==> config.mk <==
export PLATFORM = sky130hd
export DESIGN_NAME = bit_stream_serializer
export DESIGN_NICKNAME = d
export VERILOG_FILES = /design/src/rtl/ser_pkg.sv /design/src/rtl/ser_hold_reg.sv /design/src/rtl/bit_stream_serializer.sv
export SDC_FILE = /design/constraint.sdc
export NUM_CORES = 1
export LEC_CHECK = 0
export ABC_CLOCK_PERIOD_IN_PS = 2000
export CAP_MARGIN = 20
export CORE_ASPECT_RATIO = 0.8
export CORE_UTILIZATION = 45
export CTS_CLUSTER_SIZE = 24
export DETAILED_ROUTE_END_ITERATION = 10
export DONT_BUFFER_PORTS = 1
export SETUP_SLACK_MARGIN = 0.1
export SLEW_MARGIN = 40
export SYNTH_ARGS = -nofsm -noshare
export SYNTH_HDL_FRONTEND = slang
export SYNTH_SLANG_ARGS = --single-unit
==> constraint.sdc <==
create_clock -name clk -period 2 [get_ports clk]
set_input_delay 0.6 -clock clk [delete_from_list [all_inputs] [get_ports clk]]
set_output_delay 0.6 -clock clk [all_outputs]
set_load 0.05 [all_outputs]
==> src/rtl/ser_pkg.sv <==
// Shared types and defaults for the parallel-to-serial front end.
package ser_pkg;

   typedef enum logic {
      IDLE  = 1'b0,
      SHIFT = 1'b1
   } ser_state_t;

   localparam int unsigned SER_WIDTH_DEF = 8;

   function automatic int unsigned cnt_width(input int unsigned w);
      return (w > 1) ? $clog2(w) : 1;
   endfunction

endpackage

==> src/rtl/ser_hold_reg.sv <==
// One-entry holding register that parks the next word while the shifter is busy.
module ser_hold_reg
   import ser_pkg::*;
#(
   parameter int unsigned WIDTH = SER_WIDTH_DEF
) (
   input  logic             clk,
   input  logic             reset,
   input  logic             load,
   input  logic [WIDTH-1:0] load_data,
   input  logic             unload,
   output logic [WIDTH-1:0] data,
   output logic             full
);

   always_ff @(posedge clk or negedge reset) begin
      if (!reset) begin
         data <= '0;
         full <= 1'b0;
      end else if (unload) begin
         full <= 1'b0;
      end else if (load) begin
         data <= load_data;
         full <= 1'b1;
      end
   end

endmodule

==> src/rtl/bit_stream_serializer.sv <==
// Streams WIDTH-bit words out one bit per clock; a holding register keeps
// consecutive words contiguous on the serial line.
module bit_stream_serializer
   import ser_pkg::*;
#(
   parameter int unsigned WIDTH     = SER_WIDTH_DEF,
   parameter bit          MSB_FIRST = 1'b1,
   parameter bit          IDLE_BIT  = 1'b0
) (
   input  logic             clk,
   input  logic             reset,
   input  logic [WIDTH-1:0] s_data,
   input  logic             s_valid,
   output logic             s_ready,
   output logic             ser_bit,
   output logic             ser_valid,
   output logic             ser_last,
   output logic             busy
);

   localparam int unsigned     CW   = cnt_width(WIDTH);
   localparam logic [CW-1:0]   LAST = CW'(WIDTH - 1);

   ser_state_t       state;
   logic [WIDTH-1:0] sh;
   logic [CW-1:0]    cnt;
   logic [WIDTH-1:0] hold;
   logic             hold_full;
   logic             accept;
   logic             at_last;
   logic             hold_load;
   logic             hold_unload;
   logic [WIDTH-1:0] shifted;

   assign s_ready     = reset & ~hold_full;
   assign accept      = s_valid & s_ready;
   assign at_last     = (state == SHIFT) && (cnt == LAST);
   assign hold_load   = accept && (state == SHIFT) && !at_last;
   assign hold_unload = at_last && hold_full;
   assign shifted     = MSB_FIRST ? {sh[WIDTH-2:0], 1'b0} : {1'b0, sh[WIDTH-1:1]};

   ser_hold_reg #(
      .WIDTH (WIDTH)
   ) u_hold (
      .clk       (clk),
      .reset     (reset),
      .load      (hold_load),
      .load_data (s_data),
      .unload    (hold_unload),
      .data      (hold),
      .full      (hold_full)
   );

   always_ff @(posedge clk or negedge reset) begin
      if (!reset) begin
         state <= IDLE;
         sh    <= '0;
         cnt   <= '0;
      end else begin
         case (state)
            IDLE: begin
               if (accept) begin
                  sh    <= s_data;
                  cnt   <= '0;
                  state <= SHIFT;
               end
            end
            SHIFT: begin
               if (cnt == LAST) begin
                  cnt <= '0;
                  // A fresh word arriving on the last bit bypasses hold so no gap appears.
                  if (hold_full) begin
                     sh <= hold;
                  end else if (accept) begin
                     sh <= s_data;
                  end else begin
                     sh    <= '0;
                     state <= IDLE;
                  end
               end else begin
                  sh  <= shifted;
                  cnt <= cnt + CW'(1);
               end
            end
            default: state <= IDLE;
         endcase
      end
   end

   assign ser_valid = (state == SHIFT);
   assign ser_last  = at_last;
   assign busy      = (state == SHIFT) | hold_full;
   assign ser_bit   = ser_valid ? (MSB_FIRST ? sh[WIDTH-1] : sh[0]) : IDLE_BIT;

endmodule

==> impl_summary.log <==
INFO  metric ctsLongestPathBuffers = 2
INFO  metric synth_sequential_area_ratio = 47.62%
INFO  metric drt-vias-per-instance = 5.793
INFO  metric layout_common_cells = 20 x sky130_fd_sc_hd__dfrtp_1, 8 x sky130_fd_sc_hd__mux2_4, 8 x sky130_fd_sc_hd__nor2_1
INFO  metric synthDistinctLibCells = 27
INFO  metric hp_class = in -> async
INFO  metric failed_checks = design-rule violations
INFO  metric placeableCoreArea = 0.002233 sq mm
INFO  metric syn_inst = 89
INFO  metric cts.sink_count = 21
INFO  metric cts_inserted_buffers = 3
INFO  metric maxCapViolations = 0
INFO  metric gr-usage-met1 = 24.69%
INFO  metric drt-pass1-iter-count = 7
INFO  metric path_class = reg -> out
INFO  metric insertion_delay = 0.32 ns
INFO  metric area_growth_syn_to_layout = 9.411%
INFO  metric worst_ep_arrival_time = 1.25 ns
INFO  metric layout.cell_area.non_filler = 0.001207 sq mm
INFO  metric worstPathRequired = 1.40 ns
INFO  metric tritoncts_clock_tree = done
INFO  metric num-nets-final = 110
INFO  metric setup-tns-final = 0 ns
INFO  metric via_count = 701
INFO  metric final.setup_skew = 0.01394 ns
INFO  metric io_buffers = 0
INFO  metric hpwl = 1445 microns
INFO  metric critPathLaunchType = register
INFO  metric setup.worst_path.end_class = output port
INFO  metric busiest_layer_in_global_routing = met2
INFO  metric synth.area.top_cells = sky130_fd_sc_hd__dfrtp_1 48%, sky130_fd_sc_hd__mux2_4 11%, sky130_fd_sc_hd__a21bo_2 6.3%
INFO  metric drive_gt1_share = 39.58%
INFO  metric synth-edff-count = 0
INFO  metric timing_worst_slew_pin_value = 0.4774 ns
INFO  metric power_leakage = 0.0005570 uW
INFO  metric ir_worst_vdd = 0.6362 mV
INFO  metric post-place-cells = 113
INFO  metric worst_r2r_dst = u_hold.data[6]
INFO  metric grt_util_overall = 18.90%
INFO  metric reg2reg_setup_slack = 0.38 ns
INFO  metric dominantRegCellSynth = sky130_fd_sc_hd__dfrtp_1
INFO  metric fin_cells = 121
INFO  metric io_pins = 16
INFO  metric hold_slack = 0.2174 ns
INFO  metric layout.cells.most_common = sky130_fd_sc_hd__dfrtp_1
INFO  metric first_pass_grt_wire_length = 3532 microns
INFO  metric synth_nets = 102
INFO  metric reg2reg_depth = 5
INFO  metric postRouteWirelength = 2140 microns
INFO  metric yosys_register_bits = 21
INFO  metric synth.avg_cell_area = 12.40 sq um
INFO  metric vias_in_the_first_global_route = 719
INFO  metric initial_standard_cell_utilization_of_the_core = 49.41%
INFO  metric finalHoldViolCount = 0
INFO  metric postSynth.asyncResetShare = 100.0%
INFO  metric final_max_slew_viol_count = 0
INFO  metric finalWorstPathRequiredPeriod = 1.855 ns
INFO  metric finalWeightedCongestion = 0.7186
INFO  metric gr-usage-met3 = 7.584%
INFO  metric yosysWarnings = 0
INFO  metric synth.largest_area_cell = sky130_fd_sc_hd__dfrtp_1
INFO  metric rows = 15
INFO  metric clock_tree.htree_level_count = 1
INFO  metric slew_headroom = 68.17%
INFO  metric rsz_0062_raised_after_global_routing = yes
INFO  metric period_share = 92.73%
INFO  metric cp-endpoint = ser_last
INFO  metric die-area = 0.002656 sq mm
INFO  metric r2r_start = cnt[1]
INFO  metric detail-route-antenna-nets = 0
INFO  metric globalRouteMet2Util = 29.07%
INFO  metric detail_route.wl_per_cell = 17.69 microns
INFO  metric grt_start_max_net_pins = 22
INFO  metric num_antenna_cells = 0
INFO  metric globalRoute.totalOverflow = 0
INFO  metric detailedRoute.firstIterationViolations = 20
INFO  metric die_height = 46.30 microns
INFO  metric outcome = finished with violations
INFO  metric max_clock_freq = 0.5392 GHz
INFO  metric ctsRootBufferMaster = sky130_fd_sc_hd__clkbuf_4
INFO  metric fin_util = 54.06%
INFO  metric drcViolationCount = 2
INFO  metric cts.clk_slew.worst_paths = 0.13 ns
INFO  metric cell_area_after_technology_mapping = 0.001104 sq mm
INFO  metric setup-violations-final = 0
INFO  metric worstSetupStartpoint = cnt[1]
INFO  metric path_max_fanout = 3
INFO  metric die-width = 57.37 microns
INFO  metric placement.cell_area = 0.001131 sq mm
INFO  metric area_fraction_of_the_dominant_cell_type_after_synthesis = 47.62%
INFO  metric power-per-cell-area = 1635 mW/mm^2
INFO  metric grt_antenna_before_repair = 0
INFO  metric num-fill-cells = 202
==> where the power goes <==
group | switching [uW] | internal (uW)
clock network | 133 | 74.8
logic | 491 | 470
registers | 163 | 642
total | 787 | 1190
==> Yosys cell counts, drive strengths merged (2+ instances only) <==
library cell	count
a21bo	7
a22oi	7
and2	2
buf	4
dfrtp	21
ha	2
inv	2
mux2	8
nand2	5
nor2	10
o21ai	3
o22ai	2
o2bb2ai	7
==> area by class of cell <==
class | count | area, sq um | area share [%]
clock buffer | 3 | 22.52 | 1.865
clock inverter | 1 | 5.005 | 0.4145
inverter | 2 | 7.507 | 0.6218
multi-input combinational | 61 | 554.3 | 45.91
sequential | 21 | 529.3 | 43.83
tap | 25 | 31.28 | 2.591
timing repair buffer | 8 | 57.56 | 4.767
==> flip-flops by register name (all words and copies together), names as in the netlist <==
name and cells:
sh 8, u_hold.data 8, u_hold.full 1, ser_valid 1
cnt 3
==> worst min-delay path by stage <==
stage                         start  slack (ns)             end
after detailed placement      reset        0.31       ser_valid
after CTS                 s_data[2]        0.41  u_hold.data[2]
after global routing          reset        0.23       ser_valid
final                         reset        0.22       ser_valid
after global placement        reset        0.30           sh[0]
after floorplan               reset        0.30          cnt[0]
==> worst max-delay path: stages, from the launching register on <==
cell and delay [ns]:
sky130_fd_sc_hd__dfrtp_1 0.40, sky130_fd_sc_hd__ha_2 0.20, sky130_fd_sc_hd__ha_4 0.16, sky130_fd_sc_hd__and2_4 0.19
==> timing repair <==
action / CTS / global route
endpoints found under the hold margin: 21 / 0
gates resized for setup: 2 / 4
endpoints found under the setup margin: 2 / 3
hold buffers: 1 / 0
pin swaps: 0 / 1
buffers inserted: 1 / 2
==> stage by stage <==
step / power (uW) / worst slack (ns)
5_1_grt: 2133 / 0.07937
3_5_place_dp: 1695 / 0.3189
4_1_cts: 1942 / 0.07447
2_1_floorplan: 1554 / 0.1160
6_report: 1974 / 0.1455
3_3_place_gp: 1674 / 0.3517
==> cells by family (layout without fill, tap and decap cells) <==
| logic type | after synthesis | in the layout | share of synthesized area, % |
|---|---|---|---|
| AOI/OAI and AO/OA | 28 | 28 | 20.64 |
| and+or+nand+nor | 22 | 22 | 13.49 |
| DFF | 21 | 21 | 47.62 |
| muxes | 9 | 9 | 11.79 |
| buffers and inverters | 7 | 14 | 4.195 |
| adders and majority gates | 2 | 2 | 2.267 |
==> layer usage <==
metal / routed length [microns] / vias up
met5: 0 / -
met2: 961 / 23
li1: - / 337
met3: 181 / 2
met1: 987 / 339
met4: 9 / 0
Note: power is estimated with default switching activity, not from simulation.
